[src/rtl/vec_mem_pkg.sv]
// Shared constants and types for the vector load/store sequencer.
// Region bounds are word addresses; lanes are S_W bits wide.
package vec_mem_pkg;

  localparam int unsigned S_W   = 32;
  localparam int unsigned V_W   = 192;
  localparam int unsigned LANES = 6;

  localparam logic [31:0] ROM_LO = 32'd1000;
  localparam logic [31:0] RAM_LO = 32'd151000;
  localparam logic [31:0] RAM_HI = 32'd301000;

  localparam logic [LANES-1:0] FULL_MASK = 6'h3F;

  typedef enum logic [1:0] {
    IDLE,
    UNIT,
    ELEM,
    RESP
  } lsu_state_t;

  typedef logic [S_W-1:0] lane_t;

endpackage

[src/rtl/vec_lsu_sequencer_if.sv]
// Pipeline-side request/response bundle and controller-side memory bundle.
// Master drives the request (or the memory access); slave answers it.
interface vec_req_if #(
  parameter int unsigned S = 32,
  parameter int unsigned V = 192
);
  logic         req_valid;
  logic         req_ready;
  logic         req_store;
  logic [S-1:0] req_base;
  logic [S-1:0] req_stride;
  logic [5:0]   req_mask;
  logic [V-1:0] req_wdata;
  logic         resp_valid;
  logic [V-1:0] resp_rdata;
  logic         resp_err;

  modport master (
    output req_valid, req_store, req_base, req_stride, req_mask, req_wdata,
    input  req_ready, resp_valid, resp_rdata, resp_err
  );

  modport slave (
    input  req_valid, req_store, req_base, req_stride, req_mask, req_wdata,
    output req_ready, resp_valid, resp_rdata, resp_err
  );
endinterface

interface vec_mem_if #(
  parameter int unsigned S = 32,
  parameter int unsigned V = 192
);
  logic         mem_we;
  logic         mem_vecop;
  logic [V-1:0] mem_address;
  logic [V-1:0] mem_wd;
  logic [V-1:0] mem_rd;

  modport master (
    output mem_we, mem_vecop, mem_address, mem_wd,
    input  mem_rd
  );

  modport slave (
    input  mem_we, mem_vecop, mem_address, mem_wd,
    output mem_rd
  );
endinterface

[src/rtl/vec_addr_gen.sv]
// Lane address (base + lane*stride, wrapping at 2^32) and region legality.
// Loads may touch ROM or RAM; stores only RAM.
module vec_addr_gen
  import vec_mem_pkg::*;
(
  input  lane_t      base,
  input  lane_t      stride,
  input  logic [2:0] lane,
  input  logic       store,
  output lane_t      addr,
  output logic       legal
);

  always_comb begin
    addr  = base + lane_t'(lane) * stride;
    legal = (addr < RAM_HI) && (addr >= (store ? RAM_LO : ROM_LO));
  end

endmodule

[src/rtl/vec_lsu_sequencer.sv]
// Sequences one pipeline load/store into either a single 192-bit access
// or six per-lane scalar accesses, then returns a one-cycle response.
module vec_lsu_sequencer
  import vec_mem_pkg::*;
#(
  parameter int unsigned S = S_W,
  parameter int unsigned V = V_W
)(
  input  logic       clk,
  input  logic       rst_n,
  vec_req_if.slave   req,
  vec_mem_if.master  mem
);

  lsu_state_t   state;
  logic [2:0]   cnt;
  logic         store_q;
  lane_t        base_q;
  lane_t        stride_q;
  logic [5:0]   mask_q;
  logic [V-1:0] wdata_q;
  logic         err_q;
  logic         active_q;
  logic         ready_q;
  logic         resp_valid_q;
  logic         resp_err_q;
  logic [V-1:0] rdata_q;
  logic         mem_we_q;
  logic         mem_vecop_q;
  logic [V-1:0] mem_address_q;
  logic [V-1:0] mem_wd_q;

  logic         idle;
  lane_t        src_base;
  lane_t        src_stride;
  logic         src_store;
  logic [5:0]   src_mask;
  logic [V-1:0] src_wdata;
  logic [2:0]   nlane;
  lane_t        n_addr;
  lane_t        l5_addr;
  logic         n_legal;
  logic         l5_legal;
  logic         n_hit;
  logic         n_fault;
  logic         unit_ok;
  logic [V-1:0] n_address;
  logic [V-1:0] n_wd;

  // Outputs are registered, so the lane evaluated here is the one that will
  // be on the bus next cycle: lane 0 from the live request while idle,
  // otherwise cnt+1 from the captured request.
  always_comb begin
    idle       = (state == IDLE);
    src_base   = idle ? req.req_base   : base_q;
    src_stride = idle ? req.req_stride : stride_q;
    src_store  = idle ? req.req_store  : store_q;
    src_mask   = idle ? req.req_mask   : mask_q;
    src_wdata  = idle ? req.req_wdata  : wdata_q;
    nlane      = (idle || cnt == 3'd5) ? 3'd0 : cnt + 3'd1;
  end

  vec_addr_gen u_cur (
    .base   (src_base),
    .stride (src_stride),
    .lane   (nlane),
    .store  (src_store),
    .addr   (n_addr),
    .legal  (n_legal)
  );

  vec_addr_gen u_l5 (
    .base   (req.req_base),
    .stride (req.req_stride),
    .lane   (3'd5),
    .store  (req.req_store),
    .addr   (l5_addr),
    .legal  (l5_legal)
  );

  always_comb begin
    n_hit     = src_mask[nlane] && n_legal;
    n_fault   = src_mask[nlane] && !n_legal;
    n_address = '0;
    n_wd      = '0;
    if (n_hit) begin
      n_address[S-1:0] = n_addr;
      if (src_store) n_wd[S-1:0] = src_wdata[S*nlane +: S];
    end
    unit_ok = (req.req_stride == lane_t'(1)) && (req.req_mask == FULL_MASK) &&
              n_legal && l5_legal && ((n_addr >= RAM_LO) == (l5_addr >= RAM_LO));
  end

  always_ff @(posedge clk or negedge rst_n) begin
    if (!rst_n) begin
      state         <= IDLE;
      cnt           <= '0;
      store_q       <= 1'b0;
      base_q        <= '0;
      stride_q      <= '0;
      mask_q        <= '0;
      wdata_q       <= '0;
      err_q         <= 1'b0;
      active_q      <= 1'b0;
      ready_q       <= 1'b0;
      resp_valid_q  <= 1'b0;
      resp_err_q    <= 1'b0;
      rdata_q       <= '0;
      mem_we_q      <= 1'b0;
      mem_vecop_q   <= 1'b0;
      mem_address_q <= '0;
      mem_wd_q      <= '0;
    end else begin
      case (state)
        IDLE: begin
          resp_valid_q <= 1'b0;
          resp_err_q   <= 1'b0;
          if (req.req_valid && ready_q) begin
            ready_q  <= 1'b0;
            store_q  <= req.req_store;
            base_q   <= req.req_base;
            stride_q <= req.req_stride;
            mask_q   <= req.req_mask;
            wdata_q  <= req.req_wdata;
            rdata_q  <= '0;
            cnt      <= '0;
            if (unit_ok) begin
              state         <= UNIT;
              err_q         <= 1'b0;
              active_q      <= 1'b1;
              mem_we_q      <= req.req_store;
              mem_vecop_q   <= 1'b1;
              mem_address_q <= {{(V-S){1'b0}}, req.req_base};
              mem_wd_q      <= req.req_wdata;
            end else begin
              state         <= ELEM;
              err_q         <= n_fault;
              active_q      <= n_hit;
              mem_we_q      <= n_hit && req.req_store;
              mem_vecop_q   <= 1'b0;
              mem_address_q <= n_address;
              mem_wd_q      <= n_wd;
            end
          end else begin
            ready_q <= 1'b1;
          end
        end

        UNIT: begin
          if (!store_q) rdata_q <= mem.mem_rd;
          state         <= RESP;
          resp_valid_q  <= 1'b1;
          resp_err_q    <= 1'b0;
          mem_we_q      <= 1'b0;
          mem_vecop_q   <= 1'b0;
          mem_address_q <= '0;
          mem_wd_q      <= '0;
        end

        ELEM: begin
          if (!store_q && active_q) rdata_q[S*cnt +: S] <= mem.mem_rd[S-1:0];
          if (cnt == 3'd5) begin
            state         <= RESP;
            resp_valid_q  <= 1'b1;
            resp_err_q    <= err_q;
            active_q      <= 1'b0;
            mem_we_q      <= 1'b0;
            mem_address_q <= '0;
            mem_wd_q      <= '0;
          end else begin
            cnt           <= cnt + 3'd1;
            err_q         <= err_q | n_fault;
            active_q      <= n_hit;
            mem_we_q      <= n_hit && store_q;
            mem_address_q <= n_address;
            mem_wd_q      <= n_wd;
          end
          mem_vecop_q <= 1'b0;
        end

        RESP: begin
          state        <= IDLE;
          resp_valid_q <= 1'b0;
          resp_err_q   <= 1'b0;
          ready_q      <= 1'b1;
        end

        default: state <= IDLE;
      endcase
    end
  end

  assign req.req_ready   = ready_q;
  assign req.resp_valid  = resp_valid_q;
  assign req.resp_rdata  = rdata_q;
  assign req.resp_err    = resp_err_q;
  assign mem.mem_we      = mem_we_q;
  assign mem.mem_vecop   = mem_vecop_q;
  assign mem.mem_address = mem_address_q;
  assign mem.mem_wd      = mem_wd_q;

endmodule

[src/flat_wrapper.sv]
// flat-port wrapper written by rule: the top's interface ports become plain ports
module vec_lsu_sequencer_flat import vec_mem_pkg::*;
#(
  parameter int unsigned S = S_W,
  parameter int unsigned V = V_W
)
  (clk, rst_n, req_req_valid, req_req_store, req_req_base, req_req_stride, req_req_mask, req_req_wdata, req_req_ready, req_resp_valid, req_resp_rdata, req_resp_err, mem_mem_we, mem_mem_vecop, mem_mem_address, mem_mem_wd, mem_mem_rd);
  vec_req_if #(.S(S), .V(V)) req_i ();
  vec_mem_if #(.S(S), .V(V)) mem_i ();
  input  logic clk;
  input  logic rst_n;
  input wire logic [$bits(req_i.req_valid)-1:0] req_req_valid;
  input wire logic [$bits(req_i.req_store)-1:0] req_req_store;
  input wire logic [$bits(req_i.req_base)-1:0] req_req_base;
  input wire logic [$bits(req_i.req_stride)-1:0] req_req_stride;
  input wire logic [$bits(req_i.req_mask)-1:0] req_req_mask;
  input wire logic [$bits(req_i.req_wdata)-1:0] req_req_wdata;
  output wire logic [$bits(req_i.req_ready)-1:0] req_req_ready;
  output wire logic [$bits(req_i.resp_valid)-1:0] req_resp_valid;
  output wire logic [$bits(req_i.resp_rdata)-1:0] req_resp_rdata;
  output wire logic [$bits(req_i.resp_err)-1:0] req_resp_err;
  output wire logic [$bits(mem_i.mem_we)-1:0] mem_mem_we;
  output wire logic [$bits(mem_i.mem_vecop)-1:0] mem_mem_vecop;
  output wire logic [$bits(mem_i.mem_address)-1:0] mem_mem_address;
  output wire logic [$bits(mem_i.mem_wd)-1:0] mem_mem_wd;
  input wire logic [$bits(mem_i.mem_rd)-1:0] mem_mem_rd;
  assign req_i.req_valid = req_req_valid;
  assign req_i.req_store = req_req_store;
  assign req_i.req_base = req_req_base;
  assign req_i.req_stride = req_req_stride;
  assign req_i.req_mask = req_req_mask;
  assign req_i.req_wdata = req_req_wdata;
  assign req_req_ready = req_i.req_ready;
  assign req_resp_valid = req_i.resp_valid;
  assign req_resp_rdata = req_i.resp_rdata;
  assign req_resp_err = req_i.resp_err;
  assign mem_mem_we = mem_i.mem_we;
  assign mem_mem_vecop = mem_i.mem_vecop;
  assign mem_mem_address = mem_i.mem_address;
  assign mem_mem_wd = mem_i.mem_wd;
  assign mem_i.mem_rd = mem_mem_rd;
  vec_lsu_sequencer #(.S(S), .V(V)) u_core (.clk(clk), .rst_n(rst_n), .req(req_i), .mem(mem_i));
endmodule
[config.mk]
export PLATFORM = sky130hd
export DESIGN_NAME = vec_lsu_sequencer_flat
export DESIGN_NICKNAME = d
export VERILOG_FILES = /design/src/rtl/vec_mem_pkg.sv /design/src/rtl/vec_lsu_sequencer_if.sv /design/src/rtl/vec_addr_gen.sv /design/src/rtl/vec_lsu_sequencer.sv /design/src/flat_wrapper.sv
export SDC_FILE = /design/constraint.sdc
export NUM_CORES = 2
export LEC_CHECK = 0
export ABC_AREA = 1
export CAP_MARGIN = 20
export CORE_MARGIN = 1
export CORE_UTILIZATION = 27
export DETAILED_ROUTE_END_ITERATION = 6
export GPL_ROUTABILITY_DRIVEN = 0
export MAX_ROUTING_LAYER = met4
export PLACE_DENSITY_LB_ADDON = 0.05
export SYNTH_ARGS = -nofsm -noshare
export SYNTH_HDL_FRONTEND = slang
export SYNTH_HIERARCHICAL = 1
export SYNTH_SLANG_ARGS = --single-unit
[constraint.sdc]
create_clock -name clk -period 17.65 [get_ports clk]
set_clock_uncertainty 0.1 [all_clocks]
set_input_delay 3.53 -clock clk [delete_from_list [all_inputs] [get_ports clk]]
set_output_delay 3.53 -clock clk [all_outputs]
set_load 0.02 [all_outputs]
==> metrics.md <==
| Metric | Value |
|---|---|
| Run status | `finished, final reports clean` |
| Maximum resistive drop on vdd | `0.1795 mV` |
| Accumulated negative setup slack | `0 ns` |
| First-pass GRT wire length | `327.2 mm` |
| Count of boundary I/O pins | `1,039` |
| TritonCTS clock tree | `built` |
| Fraction of the mapped netlist area in adder cells | `0.07597` |
| Final hold vios | `0` |
| # hold bufs at CTS | `0` |
| CP endpoint kind | `register` |
| Residual DRC | `0` |
| Ys Warns | `6` |
| Routed vias/inst | `4.769` |
| Global router's overall resource usage | `0.2726` |
| Final instance area | `59,140 µm²` |
| Number of instances in the synthesized netlist | `6,518` |
| Number of buffers created by CTS | `93` |
| Async set-or-reset flop fraction in the synthesized netlist | `1.000` |
| Slew at the pin closest to its max-slew limit | `1.365 ns` |
| Most frequent cells in the layout | `2,400 x nand2_1, 877 x clkdlybuf4s50_1, 804 x inv_1, 743 x o21ai_0, 691 x dfrtp_1` |
| Critical path startpoint category | `input pin` |
| Final cycle utilization of the critical path | `0.5836` |
| First-pass detailed-route iteration total | `5` |
| Required time of the worst setup path | `18.15 ns` |
| Root buffer cell | `clkbuf_16` |
| Type of the worst min-delay path | `reg2reg` |
| Inst Count DP | `9,311` |
| Maximum number of pins on one net before global-route repair | `191` |
| Overall Power | `0.01157 W` |
| Critical path type | `in2reg` |
| Commonest non-fill, non-tap cell in the layout | `nand2_1` |
| Longest individual stage delay on the worst path | `0.75 ns` |
| Clock transition at the registers of the reported paths | `0.06 ns` |
| TritonCTS Sinks | `691` |
| Register area share after synthesis | `0.3780` |
| Yosys reg bits | `691` |
| Final Critical Period | `10.30 ns` |
| Max capacitance violation total | `0` |
| Clk Latency, worst-skew pair | `0.74 ns` |
| HPWL Detailed | `175.1 mm` |
| Vertical die dimension | `413.6 µm` |
| Critical path peak fanout | `33` |
| Layout net count | `7,868` |
| Total of cells resized after clock tree synthesis | `0` |
| Htree depth | `3` |
| Slew Limit Headroom | `0.09022` |
| Die Span X | `413.6 µm` |
| Area added between synthesis and finish | `29.28%` |
| Post-Synthesis Cell Area | `45,750 µm²` |
| Via count of the first global-routing pass | `43,630` |
| Row cnt | `150` |
| XOR/XNOR Fraction of Synth Area | `0.004595` |
| Placed cell area | `55,860 µm²` |
| Pins over their slew limit | `0` |
| Compound-gate portion of the synthesized area | `0.1430` |
| Library cells used by synthesis | `51` |
| Highest Clock Rate | `97.08 MHz` |
| Avg Inst Size Synth | `7.019 µm²` |
| Data arrival time of the critical path | `10.80 ns` |
| Synthesized-area fraction occupied by and/or/nand/nor cells | `0.2675` |
| Number of post-CTS setup repair buffers | `0` |
| GRT Residual Overflow | `0` |
| Routed WL per cell | `24.56 µm` |
| Static leakage power | `29.56 nW` |
| Cell type of the slowest stage on the worst timing path | `nor2_4` |
| Final standard cell count with taps included and fillers excluded | `9,508` |
| Multiplexer fraction of the synthesized cell area | `0.004157` |
| Antenna violation net count after detailed routing | `0` |
| Setup-violating endpoint count in the final report | `0` |
| Crit-path most repeated cell | `nand2_1` |
| Number of vias in the routed layout | `45,340` |
| Initial Utilization | `0.2727` |
| Largest family of logic cells by synthesized area | `simple AND/OR/NAND/NOR gates` |
| Die Area | `171,100 µm²` |
| Number of input and output port buffers inserted | `878` |
| Number of enable flip-flop cells after synthesis | `0` |
| Starting DRT DRC Count | `3,857` |
| Most common flop cell mapped by yosys | `dfrtp_1` |
| Setup repair after global routing missed its margin | `no` |
| Core ar. | `167,800 µm²` |
| Pwr Density | `195.5 nW/µm²` |
| Antenna violations before repair | `47` |
| Routed WL | `233.5 mm` |
| Fraction of layout instances using a drive strength above 1 | `0.04140` |
| Maximum buffer depth of the clock tree | `3` |
==> cells by family (layout without fill, tap and decap cells) <==
group                    after synthesis  in the layout
other                                  2            206
buffers and inverters               1341           1923
AND/OR/NAND/NOR                     3043           3043
AO/OA/AOI/OAI                       1191           1191
adder cells (fa/ha/maj)              207            207
XOR/XNOR                              24             24
flip-flops                           691            691
multiplexers                          19             19
==> report_power, final <==
group / leakage [nW] / internal [W] / switching, W / total, W
registers: 9.22 / 0.00201 / 0.000270 / 0.00228
clock network: 1.54 / 0.00117 / 0.000827 / 0.00200
logic: 18.8 / 0.00216 / 0.00514 / 0.00729
total: 29.6 / 0.00533 / 0.00624 / 0.0116
==> critical path, delay by kind of cell <==
family | cells | cell delay, ns
buf+inv | 5 | 1.39
fa+ha+maj | 4 | 1.76
simple gates | 24 | 3.22
compound gates | 1 | 0.39
xor+xnor | 1 | 0.46
==> routing by layer <==
layer	global-route usage	up-vias	routed length [µm]
met5	-	-	0
li1	-	21640	-
met4	0.1170	0	10430
met2	0.4303	1581	108800
met1	0.3353	21830	97620
met3	0.05753	287	16600
==> synth_stat cells (2+ instances only) <==
cell / count / area, µm²
clkbuf_1: 249 / 934.7
o21ai_1: 86 / 430.4
a21o_1: 2 / 15.01
ha_1: 89 / 1114
nor2_2: 20 / 125.1
a21oi_2: 8 / 70.07
nand3_1: 200 / 1001
a22o_1: 87 / 762.0
a22oi_1: 32 / 240.2
xnor2_1: 7 / 61.31
o21ai_0: 743 / 3719
buf_4: 170 / 1276
clkinv_1: 2 / 7.510
or2_0: 2 / 12.51
fa_1: 118 / 2362
nor2_1: 248 / 930.9
mux2i_1: 19 / 190.2
nand3b_1: 8 / 60.06
nand2_2: 19 / 118.9
nand3_2: 6 / 60.06
a31oi_1: 15 / 93.84
a21oi_1: 140 / 700.7
nor3_2: 2 / 20.02
nand4_1: 105 / 656.9
o21a_1: 2 / 15.01
nor2_4: 8 / 90.09
nor4_1: 2 / 12.51
conb_1: 2 / 7.510
dfrtp_1: 691 / 17290
buf_6: 6 / 67.56
buf_1: 29 / 108.9
inv_1: 804 / 3018
buf_2: 63 / 315.3
nor3_1: 11 / 55.05
o22ai_1: 66 / 412.9
and3_1: 3 / 18.77
xor2_1: 17 / 148.9
inv_2: 18 / 67.56
nand2_1: 2401 / 9012
o21bai_1: 4 / 30.03
and2_1: 4 / 25.02
==> worst paths after layout <==
path                                     from                         end  slack, ns  cells past startpoint
setup / recovery            req_req_stride[0]       u_core/mem.mem_wd[29]       7.35                     35
hold / removal             u_core/wdata_q[46]          u_core/wdata_q[46]       0.37                      2
setup reg to reg              u_core/state[0]       u_core/mem.mem_wd[29]       8.30                     38
hold reg to reg            u_core/wdata_q[46]          u_core/wdata_q[46]       0.37                      2
max in group asynchronous               rst_n  u_core/req.resp_rdata[150]      11.59                      4
min in group asynchronous               rst_n       u_core/mem.mem_wd[37]       2.75                      1
==> state kept, by name, indices dropped and copies added (netlist names) <==
name,cells
u_core/mem.mem_wd,192
u_core/stride_q,32
u_core/err_q,1
u_core/cnt,3
u_core/state,2
u_core/req.resp_err,1
u_core/mem.mem_address,32
u_core/mem.mem_vecop,1
u_core/req.resp_rdata,192
u_core/active_q,1
u_core/req.resp_valid,1
u_core/base_q,32
u_core/mem.mem_we,1
u_core/mask_q,6
u_core/wdata_q,192
u_core/req.req_ready,1
u_core/store_q,1
==> cell type report <==
class / count / area, µm²
well taps: 2204 / 2758
clock buffers: 132 / 2694
diodes: 34 / 85.08
repair buffers: 937 / 9294
fillers: 18020 / 108600
inverters: 824 / 3114
clock inverters: 30 / 476.7
flip-flops and latches: 691 / 17290
multi-input cells: 4656 / 23430
==> through the flow <==
stage | hold slack [ns] | utilization | setup WS, ns
floorplan | 0.3367 | - | 9.185
global placement | 0.3494 | 0.3328 | 6.860
detailed placement | 0.3530 | 0.3329 | 6.721
CTS | 0.3671 | 0.3518 | 7.470
global route | 0.3778 | 0.3524 | 6.769
finish | 0.3653 | 0.3525 | 7.349
(Power assumes the default switching activity.)
